### src/rtl/cpu_core_params.sv
// rtl/cpu_core_params.sv - core-wide widths and the EX-to-IO pipeline payload
package cpu_core_params;

    localparam int DATA_WIDTH     = 32;
    localparam int PC_WIDTH       = 32;
    localparam int REG_ADDR_WIDTH = 5;

    typedef logic [DATA_WIDTH-1:0]     cpu_data_t;
    typedef logic [PC_WIDTH-1:0]       program_count_t;
    typedef logic [REG_ADDR_WIDTH-1:0] register_address_t;

    // Load-type flags are one-hot; none set means a full word access.
    typedef struct packed {
        program_count_t    pc;
        cpu_data_t         alu_result;
        cpu_data_t         memory_address;
        logic              result_is_from_memory;
        logic              memory_write;
        logic              memory_io_byte;
        logic              memory_io_half;
        logic              memory_io_left;
        logic              memory_io_right;
        logic              memory_io_unsigned;
        logic              register_write;
        register_address_t write_register;
        logic              hi_write;
        logic              lo_write;
        cpu_data_t         hi_data;
        cpu_data_t         lo_data;
        logic              cp0_write;
        logic [7:0]        cp0_address;
        logic              tlb_probe;
        logic              tlb_read;
        logic              tlb_write_index;
        logic              exception_valid;
        logic [4:0]        exception_code;
        logic              eret;
        logic              in_delay_slot;
        cpu_data_t         bad_virtual_address;
    } ex_to_io_bus_t;

endpackage

### src/rtl/io_stage_pkg.sv
// rtl/io_stage_pkg.sv - IO stage bus types and FSM state encoding
package io_stage_params;

    // Re-exported so IO-stage files only need this one import.
    typedef cpu_core_params::cpu_data_t         cpu_data_t;
    typedef cpu_core_params::program_count_t    program_count_t;
    typedef cpu_core_params::register_address_t register_address_t;
    typedef cpu_core_params::ex_to_io_bus_t     ex_to_io_bus_t;

    typedef struct packed {
        program_count_t    pc;
        register_address_t write_register;
        logic [3:0]        write_strobe;
        cpu_data_t         write_data;
        logic              hi_write;
        logic              lo_write;
        cpu_data_t         hi_data;
        cpu_data_t         lo_data;
        logic              cp0_write;
        logic [7:0]        cp0_address;
        logic              tlb_probe;
        logic              tlb_read;
        logic              tlb_write_index;
        logic              exception_valid;
        logic [4:0]        exception_code;
        logic              eret;
        logic              in_delay_slot;
        cpu_data_t         bad_virtual_address;
    } io_to_wb_bus_t;

    typedef struct packed {
        logic              valid;
        logic              data_valid;
        register_address_t write_register;
        cpu_data_t         write_data;
    } io_to_id_back_pass_bus_t;

    typedef enum logic [1:0] {
        EMPTY     = 2'd0,
        WAIT_DATA = 2'd1,
        READY     = 2'd2,
        DISCARD   = 2'd3
    } io_state_t;

endpackage

### src/rtl/load_data_aligner.sv
// rtl/load_data_aligner.sv - little-endian load data alignment and extension
//   rdata         : raw 32-bit word from the data SRAM
//   byte_offset   : low two address bits of the access
//   load_byte/half/left/right : access type (none set = LW)
//   load_unsigned : zero-extend instead of sign-extend for LB/LH
//   write_data    : register-aligned load result
//   write_strobe  : which bytes of the destination register are updated
module load_data_aligner
    import io_stage_params::*;
(
    input  cpu_data_t  rdata,
    input  logic [1:0] byte_offset,
    input  logic       load_byte,
    input  logic       load_half,
    input  logic       load_left,
    input  logic       load_right,
    input  logic       load_unsigned,
    output cpu_data_t  write_data,
    output logic [3:0] write_strobe
);

    logic [7:0]  selected_byte;
    logic [15:0] selected_half;
    logic [4:0]  left_shift;
    logic [4:0]  right_shift;

    always_comb begin
        case (byte_offset)
            2'd0:    selected_byte = rdata[7:0];
            2'd1:    selected_byte = rdata[15:8];
            2'd2:    selected_byte = rdata[23:16];
            default: selected_byte = rdata[31:24];
        endcase
        selected_half = byte_offset[1] ? rdata[31:16] : rdata[15:0];

        // 8*(3-a) equals {~a, 3'b000} for a two-bit offset.
        left_shift  = {~byte_offset, 3'b000};
        right_shift = {byte_offset, 3'b000};

        write_data   = rdata;
        write_strobe = 4'b1111;

        if (load_byte) begin
            write_data = {{24{~load_unsigned & selected_byte[7]}}, selected_byte};
        end else if (load_half) begin
            write_data = {{16{~load_unsigned & selected_half[15]}}, selected_half};
        end else if (load_left) begin
            write_data   = rdata << left_shift;
            write_strobe = 4'b1111 << ~byte_offset;
        end else if (load_right) begin
            write_data   = rdata >> right_shift;
            write_strobe = 4'b1111 >> byte_offset;
        end
    end

endmodule

### src/rtl/io_stage.sv
// rtl/io_stage.sv - memory-response stage: collects data_ok, aligns loads, feeds WB
//   clock, reset_n           : core clock, asynchronous active-low reset
//   ex_to_io_valid/bus       : entry offered by EX
//   io_allow_in              : IO accepts an entry this cycle
//   data_ram_data_ok/rdata   : data-SRAM response for the request EX issued
//   exception_flush          : WB exception/ERET flush
//   wb_allow_in              : WB accepts
//   io_to_wb_valid/bus       : entry offered to WB
//   io_to_id_back_pass_bus   : forwarding info for ID hazard/bypass logic
module io_stage
    import io_stage_params::*;
(
    input  logic                    clock,
    input  logic                    reset_n,
    input  logic                    ex_to_io_valid,
    input  ex_to_io_bus_t           ex_to_io_bus,
    output logic                    io_allow_in,
    input  logic                    data_ram_data_ok,
    input  cpu_data_t               data_ram_rdata,
    input  logic                    exception_flush,
    input  logic                    wb_allow_in,
    output logic                    io_to_wb_valid,
    output io_to_wb_bus_t           io_to_wb_bus,
    output io_to_id_back_pass_bus_t io_to_id_back_pass_bus
);

    io_state_t     state;
    io_state_t     state_next;
    ex_to_io_bus_t entry_q;
    cpu_data_t     load_data_q;
    logic [3:0]    load_strobe_q;

    logic          accept;
    logic          incoming_has_mem;
    logic          latch_entry;
    logic          capture_load;
    logic          entry_is_load;
    cpu_data_t     aligned_data;
    logic [3:0]    aligned_strobe;
    cpu_data_t     final_data;
    logic [3:0]    final_strobe;
    logic          unused_entry_bits;

    assign io_allow_in      = (state == EMPTY) | ((state == READY) & wb_allow_in);
    assign accept           = ex_to_io_valid & io_allow_in;
    assign incoming_has_mem = (ex_to_io_bus.result_is_from_memory | ex_to_io_bus.memory_write)
                              & ~ex_to_io_bus.exception_valid;
    // A non-memory entry handed over during a flush is simply dropped; a memory
    // one must still be tracked so its response can be swallowed.
    assign latch_entry      = accept & (~exception_flush | incoming_has_mem);
    assign capture_load     = (state == WAIT_DATA) & data_ram_data_ok;
    assign entry_is_load    = entry_q.result_is_from_memory & ~entry_q.exception_valid;

    // State register
    always_ff @(posedge clock or negedge reset_n) begin
        if (!reset_n) begin
            state <= EMPTY;
        end else begin
            state <= state_next;
        end
    end

    // Next state; data_ok outside WAIT_DATA/DISCARD is a protocol error and ignored.
    always_comb begin
        state_next = state;
        if (accept) begin
            if (exception_flush) begin
                state_next = incoming_has_mem ? DISCARD : EMPTY;
            end else begin
                state_next = incoming_has_mem ? WAIT_DATA : READY;
            end
        end else begin
            case (state)
                EMPTY: begin
                    state_next = EMPTY;
                end
                READY: begin
                    if (exception_flush | wb_allow_in) begin
                        state_next = EMPTY;
                    end
                end
                WAIT_DATA: begin
                    if (exception_flush) begin
                        state_next = data_ram_data_ok ? EMPTY : DISCARD;
                    end else if (data_ram_data_ok) begin
                        state_next = READY;
                    end
                end
                DISCARD: begin
                    if (data_ram_data_ok) begin
                        state_next = EMPTY;
                    end
                end
                default: begin
                    state_next = EMPTY;
                end
            endcase
        end
    end

    // Entry register
    always_ff @(posedge clock or negedge reset_n) begin
        if (!reset_n) begin
            entry_q <= '0;
        end else if (latch_entry) begin
            entry_q <= ex_to_io_bus;
        end
    end

    load_data_aligner u_load_data_aligner (
        .rdata         (data_ram_rdata),
        .byte_offset   (entry_q.memory_address[1:0]),
        .load_byte     (entry_q.memory_io_byte),
        .load_half     (entry_q.memory_io_half),
        .load_left     (entry_q.memory_io_left),
        .load_right    (entry_q.memory_io_right),
        .load_unsigned (entry_q.memory_io_unsigned),
        .write_data    (aligned_data),
        .write_strobe  (aligned_strobe)
    );

    // Load buffer: registering here keeps rdata off any combinational output path.
    always_ff @(posedge clock or negedge reset_n) begin
        if (!reset_n) begin
            load_data_q   <= '0;
            load_strobe_q <= '0;
        end else if (capture_load) begin
            load_data_q   <= aligned_data;
            load_strobe_q <= aligned_strobe;
        end
    end

    always_comb begin
        final_data   = entry_is_load ? load_data_q : entry_q.alu_result;
        final_strobe = 4'b0000;
        if (entry_q.register_write) begin
            final_strobe = entry_is_load ? load_strobe_q : 4'b1111;
        end
    end

    assign io_to_wb_valid = (state == READY) & ~exception_flush;

    always_comb begin
        io_to_wb_bus                     = '0;
        io_to_wb_bus.pc                  = entry_q.pc;
        io_to_wb_bus.write_register      = entry_q.write_register;
        io_to_wb_bus.write_strobe        = final_strobe;
        io_to_wb_bus.write_data          = final_data;
        io_to_wb_bus.hi_write            = entry_q.hi_write;
        io_to_wb_bus.lo_write            = entry_q.lo_write;
        io_to_wb_bus.hi_data             = entry_q.hi_data;
        io_to_wb_bus.lo_data             = entry_q.lo_data;
        io_to_wb_bus.cp0_write           = entry_q.cp0_write;
        io_to_wb_bus.cp0_address         = entry_q.cp0_address;
        io_to_wb_bus.tlb_probe           = entry_q.tlb_probe;
        io_to_wb_bus.tlb_read            = entry_q.tlb_read;
        io_to_wb_bus.tlb_write_index     = entry_q.tlb_write_index;
        io_to_wb_bus.exception_valid     = entry_q.exception_valid;
        io_to_wb_bus.exception_code      = entry_q.exception_code;
        io_to_wb_bus.eret                = entry_q.eret;
        io_to_wb_bus.in_delay_slot       = entry_q.in_delay_slot;
        io_to_wb_bus.bad_virtual_address = entry_q.bad_virtual_address;
    end

    always_comb begin
        io_to_id_back_pass_bus                = '0;
        io_to_id_back_pass_bus.valid          = (state == WAIT_DATA) | (state == READY);
        io_to_id_back_pass_bus.data_valid     = (state == READY);
        io_to_id_back_pass_bus.write_register = entry_q.register_write ? entry_q.write_register : '0;
        io_to_id_back_pass_bus.write_data     = final_data;
    end

    // Only the byte offset of the address matters past EX; the store flag is
    // already folded into the state.
    assign unused_entry_bits = ^{entry_q.memory_address[31:2], entry_q.memory_write};

endmodule

### config.mk
export PLATFORM = sky130hd
export DESIGN_NAME = io_stage
export DESIGN_NICKNAME = d
export VERILOG_FILES = /design/src/rtl/cpu_core_params.sv /design/src/rtl/io_stage_pkg.sv /design/src/rtl/load_data_aligner.sv /design/src/rtl/io_stage.sv
export SDC_FILE = /design/constraint.sdc
export NUM_CORES = 1
export LEC_CHECK = 0
export ABC_CLOCK_PERIOD_IN_PS = 2200
export CAP_MARGIN = 25
export CORE_AREA = 2 2 196 198
export CTS_CLUSTER_DIAMETER = 150
export DETAILED_ROUTE_END_ITERATION = 8
export DIE_AREA = 0 0 198 200
export GPL_TIMING_DRIVEN = 0
export PLACE_DENSITY = 0.68
export SLEW_MARGIN = 10
export SYNTH_ARGS = -nofsm -noshare
export SYNTH_HDL_FRONTEND = slang
export SYNTH_SLANG_ARGS = --single-unit
### constraint.sdc
create_clock -name clock -period 2.2 [get_ports clock]
set_input_delay 0.22 -clock clock [delete_from_list [all_inputs] [get_ports clock]]
set_output_delay 0.22 -clock clock [all_outputs]
set_load 0.01 [all_outputs]
==> results.yml <==
finish:
  final_nets: 1788
  layout_common_cells: "clkdlybuf4s50_1 (395), dfrtp_1 (232), mux2_2 (194), buf_4 (162), buf_6 (74)"
  drive_above_1_share_pct: 39.1
  layout.cells.most_common: "clkdlybuf4s50_1"
  n_fill_cell: 3359
  syn2layout_area_growth_pct: 56.4
  seqCellArea_um2: 5860
  multi_input_area_um2: 4690
  instances_no_fill: 2051
synth:
  synth_seq_cells: 234
  yosys_warnings: 0
  netlist_instances: 1014
  ys_async_sr_fraction_pct: 100
  synthAdderAreaFrac_pct: 0.622
  yosys.area.top_type: "dfrtp_1"
  synth_area_um2: 12100
  synth_flop_cell: "dfrtp_1"
  synth.area.top_cells: "dfrtp_1 (49%), mux2_2 (21%), buf_4 (12%)"
  yosys-mux-area-fraction_pct: 24.2
  synth_compound_area_share_pct: 7.99
  synth_top_family_by_area: "multiplexers"
  yosysTopAreaCellShare_pct: 48.5
  synth.distinct_cells: 52
  yosysSeqAreaShare_pct: 48.5
  syn_nets: 1285
  synth_area_per_cell_um2: 11.9
  post_synth_xor_area_fraction_pct: 0
  synth_edf_count: 0
  synthSimpleGateAreaFrac_pct: 4.51
floorplan:
  io_pins: 497
  start_util_pct: 32.3
  dieArea_um2: 39600
  core_um2: 37400
  die_x_um: 198
  rows: 71
  chipHeight_um: 200
grt:
  track_usage_pct: 21.0
  met2_usage_pct: 37.5
  grtUsageMet3_pct: 4.52
  grt-busiest-layer: "met2"
  use_met1_pct: 24.8
  overflow: 0
  grt_pass1_vias: 10000
  antenna_found_initial: 2
  grt_max_degree: 90
  grt_first_pass_wirelength_um: 61800
cts:
  clock_path_buffers: 3
  htree_levels: 1
  clock_latency_ns: 0.56
  clk_pin_slew_ns: 0.07
  clock-sinks: 234
  numCtsBuffers: 28
  cts_tree: "yes"
  root_buffer: "clkbuf_16"
setup_path:
  crit_path_cell_trace: "nand2b_4 > buf_12 > clkbuf_16 > mux2_4 > buf_6 > buf_6"
  crit_family: "buffers and inverters"
  startpoint_type: "flop"
  cp_num_buf_inv: 4
  cp_slowest_cell: "dfrtp_2"
  setup.worst_path.class: "reg -> out"
  cp.arrival_ns: 2.01
  crit_cells: 6
  crit_top_cell: "buf_6"
  cp_max_fo: 5
  crit_required_ns: 1.98
  critical-path-max-stage-delay_ns: 0.40
  rr_worst_depth: 7
  end_kind: "output pin"
sta:
  slew_headroom_pct: 55.8
  skew_ns: 0.0111
  clock.fmax_ghz: 0.448
  slew_violations: 0
  setup_ws_ns: -0.0330
  whs_ns: 0.187
  hold_viol_final: 0
  setup_viol_count_final: 17
  rsz0062_at_grt: "yes"
  max_slew.worst_pin.slew_ns: 0.658
  fin_crit_ns: 2.23
  period_share_pct: 102
status:
  violations: "setup timing"
  status: "finished with violations"
min_path:
  min-delay-path-class: "in -> async"
placed_design:
  gp_congestion: 0.940
  place.port_buffers: 466
  placedCellCount: 1993
  dp_hpwl_um: 32800
routing:
  drc: 0
  dr.pass1.iters: 5
  drtIter0Drc: 470
  postRouteAntennaNets: 0
  num_vias: 9789
  vias_per_cell: 4.77
  wirelength_um: 42900
  avgRoutedWirePerCell_um: 20.9
job:
  maxCapViolations: 0
power:
  pwr-share-comb_pct: 55.6
  vdd_ir_drop_max_v: 0.000839
  seqPwrFrac_pct: 27.2
  internal_power_uw: 17600
  p_sw_uw: 8870
  sw_frac_of_total_pct: 33.5
  leakagePower_uw: 0.00818
  p_per_area_nw_per_um2: 1400
  clkPwrFrac_pct: 17.2
  finalPower_uw: 26400
worst reg2reg max path, stage by stage, from the launching register on:
cell and delay [ns]:
dfrtp_1 0.38, buf_6 0.15, nor2b_1 0.13, clkbuf_2 0.23
and3_1 0.24, clkbuf_1 0.23, a221oi_1 0.55, a21oi_1 0.14
registers in the layout, summed over array words and instances, names as in the netlist:
signal         cells
state              2
load_strobe_q      4
io_to_wb_bus     155
load_data_q       32
entry_q           41
cell usage after synthesis, types with 7 or more instances:
cell type,n
mux4_2,8
buf_4,187
o21ai_0,30
nand2_1,44
clkbuf_1,30
and2_1,7
dfrtp_1,234
mux2i_1,19
mux2_2,226
and3_1,9
o22ai_1,8
a221oi_1,11
a31oi_1,8
a22oi_1,10
a21oi_1,33
buf_2,22
o32a_1,10
nor2_1,40
inv_1,14
per-stage QoR:
step,worst slack (ns),utilization [%],cell area (um2),TNS [ns]
floorplan,0.0163,-,12100,0
global placement,-9.65,46.5,17400,-2400.65
detailed placement,-0.949,46.6,17400,-155.17
CTS,-0.126,50.3,18800,-1.17
global route,-0.103,50.5,18900,-1.60
finish,-0.0330,50.5,18900,-0.328
logic make-up after synthesis:
group	after synthesis
mux	253
fa+ha+maj	6
simple gates	121
compound gates	141
buf+inv	259
flops	234
cell type report:
class	instances	share of cell area, %
Sequential cell	234	31.0
Timing Repair Buffer	481	25.4
Multi-Input combinational cell	522	24.8
Buffer	236	10.2
Clock buffer	38	4.17
Tap cell	511	3.39
Clock inverter	14	0.630
Inverter	14	0.278
Antenna cell	1	0.0133
layer usage:
| layer | part of all wire (%) | wire [um] |
|---|---|---|
| met5 | 0.035 | 15 |
| met4 | 4.1 | 1780 |
| met3 | 7.2 | 3080 |
| met2 | 50 | 21600 |
| met1 | 38 | 16500 |
path summary, 6_finish.rpt:
kind	start	endpoint	slack, ns
setup / recovery	io_to_wb_bus[39]$_DFFE_PN0P_	io_to_wb_bus[135]	-0.03
hold / removal	reset_n	entry_q[186]$_DFFE_PN0P_	0.19
setup reg to reg	entry_q[132]$_DFFE_PN0P_	load_data_q[11]$_DFFE_PN0P_	0.02
hold reg to reg	load_strobe_q[3]$_DFFE_PN0P_	load_strobe_q[3]$_DFFE_PN0P_	0.48
max in group asynchronous	reset_n	io_to_wb_bus[95]$_DFFE_PN0P_	1.15
min in group clock	ex_to_io_bus[124]	entry_q[124]$_DFFE_PN0P_	0.25
what timing repair did:
| item | 4_1_cts | 5_1_grt |
|---|---|---|
| gates resized for setup | 404 | 59 |
| hold endpoints to repair | 61 | 0 |
| setup endpoints to repair | 305 | 249 |
| hold buffers | 1 | 0 |
| pin swaps | 1 | 1 |
| cloned | 4 | 0 |
| setup buffers | 10 | 0 |
power by group through the flow:
stage | combinational (uW) | sequential, uW | clock, uW
final | 14700 | 7200 | 4540
after global routing | 15600 | 7460 | 4840
after CTS | 14800 | 7210 | 4650
after detailed placement | 14000 | 7220 | 0
after global placement | 13900 | 7150 | 0
after floorplan | 7640 | 6870 | 0
No activity file was read; power rests on OpenSTA's default activity.
==> edit: new RTL, same flow settings <==
`REG_ADDR_WIDTH`: 5 -> 3.
--- a/src/rtl/cpu_core_params.sv
+++ b/src/rtl/cpu_core_params.sv
@@ -5,3 +5,3 @@
     localparam int PC_WIDTH       = 32;
-    localparam int REG_ADDR_WIDTH = 5;
+    localparam int REG_ADDR_WIDTH = 3;
 
Interface: changed (resized ex_to_io_bus, io_to_id_back_pass_bus and io_to_wb_bus); port bits go from 497 to 491. The function was not compared with the original's and may differ.
==> edit against the original RTL <==
Largest power group unchanged; highest routed layer unchanged; total power up 3.9%; synthesized area up 1.7%; sequential share of layout area down 0.20 points; final area down 0.20%; cell count up 0.34%; worst setup slack worse by 0.0083 ns; sequential cell count down 2; the flow still finishes with violations (negative setup slack); routed wire length up 0.12%.
==> edit: results (changes against the original RTL) <==
* Status: finished, violations left
* Failing checks: negative setup slack
* Placed insts at 2,010 (+0.85%)
* FF-to-FF path depth at 5 (-2)
* Met2 Use GR at 38.3% (+0.78 points)
* Post-route met1 wirelength at 15.9 mm (-3.3%)
* Reg2reg end: load_data_q[28]$_DFFE_PN0P_
* Setup violations, final at 6 (-11)
* Reg-to-reg startpoint: entry_q[126]$_DFFE_PN0P_
* Worst setup path endpoint: io_to_wb_bus[136]
* R2r setup slk at 0.04 ns (+0.02 ns)
* IO Port Bufs at 460 (-1.3%)
* Clk power at 4340 uW (-4%)
* Final worst slack at -0.0413 ns (-0.00827 ns)
* Setup TNS at -0.0806 ns (+0.247 ns)
* Post-synth cell types at 54 (+3.8%)
* Post-synthesis sequential area ratio at 47.3% (-1.2 points)
* Metal2 WL at 22.2 mm (+3.1%)
* DRT Wirelength at 43.0 mm (+0.12%)
* Clock skew at 0.0269 ns (+0.0157 ns)
* Internal at 18,000 uW (+2.6%)
* P per Cell Area at 1460 nW/um^2 (+4.1%)
* Syn_nets at 1,306 (+1.6%)
* Via density per instance at 4.78 (+0.12%)
* Placement Cell Area at 17,600 sq um (+0.81%)
* Total GRT Usage at 20.9% (-0.12 points)
* DR iter-0 viols at 565 (+20%)
* Post-route cell area at 18,800 sq um (-0.20%)
* Synth area leaders: dfrtp_1 (47%), mux2_2 (21%), buf_4 (12%), a21oi_1 (1.6%), mux2i_1 (1.5%)
* Met3 wire len at 3.40 mm (+10%)
==> edit: cell types whose count changed after synthesis, sizes merged, moves of 15 or more <==
cell	change
buf	+16
nand2b	+20
a31oi	+15
clkbuf	-19
nand2	-20
==> edit: logic make-up after synthesis <==
group / after synthesis / share of synthesized area [%]
muxes: 254 / 23.9
DFF: 232 / 47.3
adders and majority gates: 6 / 0.612
and+or+nand+nor: 144 / 5.86
AOI/OAI and AO/OA: 148 / 8.00
buffers and inverters: 253 / 14.3
==> edit: what timing repair did <==
action / CTS / global route
endpoints found under the setup margin: 275 / 257
resized for setup: 407 / 45
hold buffers: 1 / 0
buffers inserted: 7 / 10
endpoints found under the hold margin: 46 / 0
cloned: 3 / 0
pin swaps: 1 / 1
==> edit: area by class of cell <==
class	instances	share of cell area, %
diodes	3	0.0398
plain buffers	219	9.38
clock buffers	37	4.16
clock inverters	13	0.452
inverters	11	0.239
multi-input cells	552	26.0
flip-flops and latches	232	30.8
well taps	511	3.39
repair buffers	480	25.6
